--- src/rtl/param_sync_fifo.sv ---
// param_sync_fifo: single-clock FIFO with generic width/depth, programmable flags, optional FWFT read and sticky errors
module param_sync_fifo #(
    parameter int WIDTH    = 32,
    parameter int DEPTH    = 8,
    parameter int AF_LEVEL = 6,
    parameter int AE_LEVEL = 1,
    parameter int FWFT     = 0,
    localparam int CW      = $clog2(DEPTH + 1)
) (
    input  logic             clk,
    input  logic             rst_n,
    input  logic             flush,
    input  logic             wr_en,
    input  logic [WIDTH-1:0] data_in,
    input  logic             rd_en,
    output logic [WIDTH-1:0] data_out,
    output logic             empty,
    output logic             full,
    output logic             almost_empty,
    output logic             almost_full,
    output logic [CW-1:0]    count,
    output logic             overflow,
    output logic             underflow
);
    localparam int PW = (DEPTH > 1) ? $clog2(DEPTH) : 1;

    logic [WIDTH-1:0] mem_q [DEPTH];
    logic [PW-1:0]    wr_ptr_q, wr_ptr_d, rd_ptr_q, rd_ptr_d;
    logic [CW-1:0]    count_q, count_d;
    logic [WIDTH-1:0] dout_q, dout_d;
    logic             ovf_q, ovf_d, unf_q, unf_d;
    logic             rd_acc, wr_acc;

    // A read frees a slot in the same edge, so a full FIFO still takes a write alongside a read.
    assign rd_acc = rd_en & (count_q != '0);
    assign wr_acc = wr_en & ((count_q != CW'(DEPTH)) | rd_acc);

    // Next-state: flush clears occupancy and suppresses acceptance and error updates.
    always_comb begin
        wr_ptr_d = wr_ptr_q;
        rd_ptr_d = rd_ptr_q;
        count_d  = count_q;
        dout_d   = dout_q;
        ovf_d    = ovf_q;
        unf_d    = unf_q;
        if (flush) begin
            wr_ptr_d = '0;
            rd_ptr_d = '0;
            count_d  = '0;
        end else begin
            if (wr_acc) wr_ptr_d = (wr_ptr_q == PW'(DEPTH - 1)) ? '0 : wr_ptr_q + PW'(1);
            if (rd_acc) rd_ptr_d = (rd_ptr_q == PW'(DEPTH - 1)) ? '0 : rd_ptr_q + PW'(1);
            count_d = (wr_acc & ~rd_acc) ? count_q + CW'(1) :
                      (rd_acc & ~wr_acc) ? count_q - CW'(1) : count_q;
            dout_d  = rd_acc ? mem_q[rd_ptr_q] : dout_q;
            ovf_d   = ovf_q | (wr_en & ~wr_acc);
            unf_d   = unf_q | (rd_en & ~rd_acc);
        end
    end

    // State registers with synchronous active-low reset; reset wins over flush and requests.
    always_ff @(posedge clk) begin
        if (!rst_n) begin
            wr_ptr_q <= '0;
            rd_ptr_q <= '0;
            count_q  <= '0;
            dout_q   <= '0;
            ovf_q    <= 1'b0;
            unf_q    <= 1'b0;
        end else begin
            wr_ptr_q <= wr_ptr_d;
            rd_ptr_q <= rd_ptr_d;
            count_q  <= count_d;
            dout_q   <= dout_d;
            ovf_q    <= ovf_d;
            unf_q    <= unf_d;
        end
    end

    // Storage array is deliberately not reset; stale words are unreachable once pointers clear.
    always_ff @(posedge clk) begin
        if (rst_n && !flush && wr_acc) mem_q[wr_ptr_q] <= data_in;
    end

    assign data_out     = (FWFT != 0) ? mem_q[rd_ptr_q] : dout_q;
    assign count        = count_q;
    assign empty        = (count_q == '0);
    assign full         = (count_q == CW'(DEPTH));
    assign almost_empty = (count_q <= CW'(AE_LEVEL));
    assign almost_full  = (count_q >= CW'(AF_LEVEL));
    assign overflow     = ovf_q;
    assign underflow    = unf_q;
endmodule

--- config.mk ---
export PLATFORM = sky130hd
export DESIGN_NAME = param_sync_fifo
export DESIGN_NICKNAME = d
export VERILOG_FILES = /design/src/rtl/param_sync_fifo.sv
export SDC_FILE = /design/constraint.sdc
export NUM_CORES = 1
export LEC_CHECK = 0
export CAP_MARGIN = 20
export CORE_MARGIN = 2
export CORE_UTILIZATION = 40
export DETAILED_ROUTE_END_ITERATION = 7
export PLACE_DENSITY = 0.68
export SYNTH_ARGS = -nofsm -noshare
export SYNTH_HDL_FRONTEND = slang
export SYNTH_SLANG_ARGS = --single-unit
--- constraint.sdc ---
create_clock -name clk -period 5.5 [get_ports clk]
set_input_delay 1.65 -clock clk [delete_from_list [all_inputs] [get_ports clk]]
set_output_delay 1.65 -clock clk [all_outputs]
set_load 0.01 [all_outputs]
==> After elaboration in Yosys (flattened, before gate mapping) <==
Memories as Yosys holds them, arrays and structs flattened. A register that Yosys moved wholly into a read port is not among the register bits.
Cells that the tools add are included.
{ "word_totals": {"wordCells": 44, "ff_bits": 12, "mem_count": 1, "ram_bits": 256} }
{ "op_classes": {"n_eq_ne": 4, "muxes": 6, "n_addsub": 4, "n_reduce_logical": 9, "bitwise": 13, "magnitude_cmp": 2} }
{ "mem_list": {"columns": ["name", "words", "word_bits", "read_ports", "rd_ports_with_merged_regs", "wr", "line", "text"], "rows": [
  ["mem_q", 8, 32, 1, 1, 1, "27", "logic [WIDTH-1:0] mem_q [DEPTH];"]
]} }
{ "ops": {"columns": ["operator", "count"], "rows": [
  ["$mux W4", 2],
  ["$add A3 B1 Y3 const B", 2],
  ["$and A1 B1 Y1", 6],
  ["$eq A3 B3 Y1 const B", 2],
  ["$mux W3", 2],
  ["$add A4 B1 Y4 const B", 1],
  ["$eq A4 B4 Y1 const B", 1],
  ["$ge A4 B3 Y1 const B", 1],
  ["$le A4 B1 Y1 const B", 1],
  ["$logic_not A4 Y1", 1],
  ["$ne A4 B4 Y1 const B", 1],
  ["$not A1 Y1", 4],
  ["$reduce_bool A4 Y1", 1],
  ["$sub A4 B1 Y4 const B", 1],
  ["$or A1 B1 Y1", 3],
  ["$logic_and A1 B1 Y1", 2],
  ["$logic_not A1 Y1", 2],
  ["$mux W1", 2],
  ["$reduce_and A2 Y1", 1],
  ["$reduce_bool A2 Y1", 1],
  ["$reduce_or A2 Y1", 1]
]} }

==> Depth between registers and ports, before layout <==
{ "logic_depth": {"word_depth": 8, "depth_mapped": 10, "depth_no_buf": 10} }

==> Worst setup path after synthesis <==
Ideal clock, no wire load.
{ "synth_timing": {"path_type": "input to register", "from": "in rd_en", "to": "mem mem_q[4][0], enable pin", "stages": 5, "n_path_buf": 0, "required_time_ns": 5.039, "setup_ns": 0.461, "t_arrival_ns": 4.495, "slack_ns": 0.544, "path_cell_list": "and4bb_1 nand2b_4 inv_1 nand4_1 nor3_1"} }
{ "synth_via": {"elab_chain_cells": 6} }
{ "synth_rtl": {"columns": ["element", "line", "text"], "rows": [
  ["start, declared", "15", "input logic rd_en,"],
  ["$and A1 B1 Y1", "35", "assign rd_acc = rd_en & (count_q != '0);"],
  ["$or A1 B1 Y1", "36", "assign wr_acc = wr_en & ((count_q != CW'(DEPTH)) | rd_acc);"],
  ["$and A1 B1 Y1", "36", null],
  ["via wr_acc", "32", "logic rd_acc, wr_acc;"],
  ["$logic_and A1 B1 Y1", "82", "if (rst_n && !flush && wr_acc) mem_q[wr_ptr_q] <= data_in;"],
  ["$mux W1", "82", null],
  ["$mux W1 (not written as such)", "82", null],
  ["end, declared", "27", null]
]} }
The timed path passes the listed nets, and every way through them passes these cells.

==> Worst setup path in the final report <==
{ "layout_timing": {"from": "reg count_q[0] (netlist: count[0])", "to": "out empty"} }
{ "layout_via": {"elab_chain_cells": 1} }
{ "layout_rtl": {"columns": ["element", "line", "text"], "rows": [
  ["start, declared", "29", "logic [CW-1:0] count_q, count_d;"],
  ["start signal, assigned", "73", "count_q <= count_d;"],
  ["$logic_not A4 Y1", "87", "assign empty = (count_q == '0);"],
  ["end, declared", "17", "output logic empty,"]
]} }
Every way passes these cells.

==> results.txt <==
CTS sink cnt = 300
synthesized area = 11300 um2
routed wire length = 21.6 mm
Worst EP arrival = 2.21 ns
Logic pwr share = 0.060
Slew Limit Fails = 0
Post-synth top cells = 256 x edfxtp_1, 72 x a21oi_1, 66 x mux2i_1, 44 x dfxtp_1
CTS Buf Count = 30
post-CTS sizing = 0
Clock Pin Slew Worst Setup and Hold Paths = 0.06 ns
number of I/O port buffers = 78
crit path kind = reg -> out
Primary FF master, synth = edfxtp_1
worst slack, placed = 1.13 ns
Max Clk Rate = 0.259 GHz
clock skew = 0.0111 ns
worst min path class = reg -> reg
register bit total from synthesis = 300
area delta synth->final = 20.0%
CTS tree = built
root buf cell = clkbuf_16
Clk pwr share = 0.417
Nets = 773
largest net degree at the start of global routing = 65
post-synth top area cell = edfxtp_1
syn_nets = 685
routed vias/inst = 5.12
hold buffer count at CTS = 0
Warnings, synthesis = 0
vias in the first global route = 5742
total gr overflow = 0
CP Cell Sequence = inv_1, ha_1, nor3b_2, clkdlybuf4s50_1
core area = 27900 um2
die height = 172 um
routability congestion estimate = 0.731
RSZ-0062 raised after global routing = no
synthesized area per cell = 17.8 um2
placed insts = 1072
Crit path required time = 3.85 ns
first-pass GRT wire length = 33.2 mm
clk_lat worst skew = 0.54 ns
status = finished, final reports clean
initial antenna violation count = 0
# Max-Cap Violations = 0
setup_tns = 0 ns
sequential group share of total power = 0.523
Slew Limit Headroom = 0.464
LEAKAGE = 4.25 nW
Tmin final = 3.86 ns
initial DRC count = 451
worst slew pin tran = 0.803 ns
count leader, synth = edfxtp_1
DP Wirelength = 12.6 mm
Slowest Stage Delay on Critical Path = 0.61 ns
routed len/inst = 19.2 um
Area contributors post-synth = edfxtp_1 68%, dfxtp_1 7.8%, mux4_2 6.4%, mux2i_1 5.8%, a21oi_1 3.2%
# setup viols final = 0
Pre-antenna DRT Iters = 6
DRC viols = 0
Power, Total = 4.84 mW
CP startpoint kind = flip-flop
CP max-delay cell = clkdlybuf4s50_1
EDFF count, synth = 256
Hold Fails Final Rpt = 0
Antenna Nets Post-Route = 0
I/O pins = 79
crit share post-route = 0.701
Layout Cells excl Fill = 1127
Starting Density = 0.407
Power Dens Cells = 356 nW/um2
CP endpoint kind = primary output
Post-CTS Setup Bufs = 0
Yosys top cell area share = 0.678
post-synthesis cell count = 638
CTS max path bufs = 3
P_int = 3.86 mW
post-route setup slack = 1.64 ns
synth unique cells = 35
total global-route track usage = 0.148
Via Count = 5766
Row Count = 61
chip width = 172 um
async set or reset register ratio after synthesis = 0
# H-tree levels = 1
switching part of the total = 0.203
Antenna diodes = 0
layout cells sized above 1 = 0.150
Crit Path Max Fanout = 7
sequential share of the synthesized area = 0.755
P_sw = 981 uW
Max rail drop VDD = 0.208 mV
die area = 29700 um2
-- final cells by class --
class                           count  area [um2]
Clock buffer                       38         842
Sequential cell                   300        8570
Tap cell                          378         473
Clock inverter                     17         159
Inverter                            4        15.0
Timing Repair Buffer               94         938
Fill cell                        2322       14200
Multi-Input combinational cell    296        2610
-- critical path, delay by kind of cell, from the launching register on --
kind	cells	cell delay [ns]
simple gates	1	0.33
flops	1	0.38
fa+ha+maj	1	0.20
buf+inv	2	0.75
-- path summary, 6_finish.rpt --
path                            start                       end  slack [ns]  cells after the start
max             count[0]$_SDFFE_PP0P_                     empty        1.64                      4
min          wr_ptr_q[2]$_SDFFE_PP0P_  wr_ptr_q[2]$_SDFFE_PP0P_        0.52                      2
max reg2reg     count[0]$_SDFFE_PP0P_    mem_q[7][29]$_DFFE_PP_        2.54                      8
min reg2reg  wr_ptr_q[2]$_SDFFE_PP0P_  wr_ptr_q[2]$_SDFFE_PP0P_        0.52                      2
-- per-stage QoR --
stage                     instance area [um2]  utilization  hold WS, ns
after floorplan                         11300            -        0.467
after global placement                  12600        0.453        0.491
after detailed placement                12600        0.453        0.509
after CTS                               13600        0.489        0.520
after global routing                    13600        0.489        0.556
final                                   13600        0.489        0.519
-- metal layers --
layer / vias up / part of all wire / global-route usage
li1: 2720 / - / -
met1: 2892 / 0.45 / 0.199
met2: 122 / 0.49 / 0.251
met3: 32 / 0.039 / 0.0227
met4: 0 / 0.019 / 0.0384
met5: - / 0 / 0
-- registers in the layout, summed over array words and instances, names as in the netlist --
register   flops
count          4
data_out      32
mem_q        256
overflow       1
rd_ptr_q       3
underflow      1
wr_ptr_q       3
-- power groups by stage --
stage	sequential [mW]	clock [mW]	combinational [mW]
after global routing	2.54	2.15	0.322
after CTS	2.53	2.07	0.297
after global placement	2.58	0	0.291
final	2.53	2.02	0.293
after floorplan	2.58	0	0.144
after detailed placement	2.58	0	0.295
-- kinds of logic (layout without fill, tap and decap cells) --
family	count (synthesis)	in the layout	share of synthesized area
AO/OA/AOI/OAI	140	140	0.0655
XOR/XNOR	3	3	0.00232
adder cells (fa/ha/maj)	10	10	0.0110
buffers and inverters	42	153	0.0195
flip-flops	300	300	0.755
multiplexers	98	98	0.122
AND/OR/NAND/NOR	45	45	0.0245
-- cell usage in the layout (no fill, tap or decap), drive strengths merged, types with 8 or more instances in the layout --
cell type      count
clkdlybuf4s50     78
edfxtp           256
clkbuf            38
buf               16
o22ai             32
a21oi             72
nand2              8
nor2              12
mux4              32
o21ai             34
clkinv            13
mux2i             66
dfxtp             44
ha                10
No activity file was read; power rests on OpenSTA's default activity.
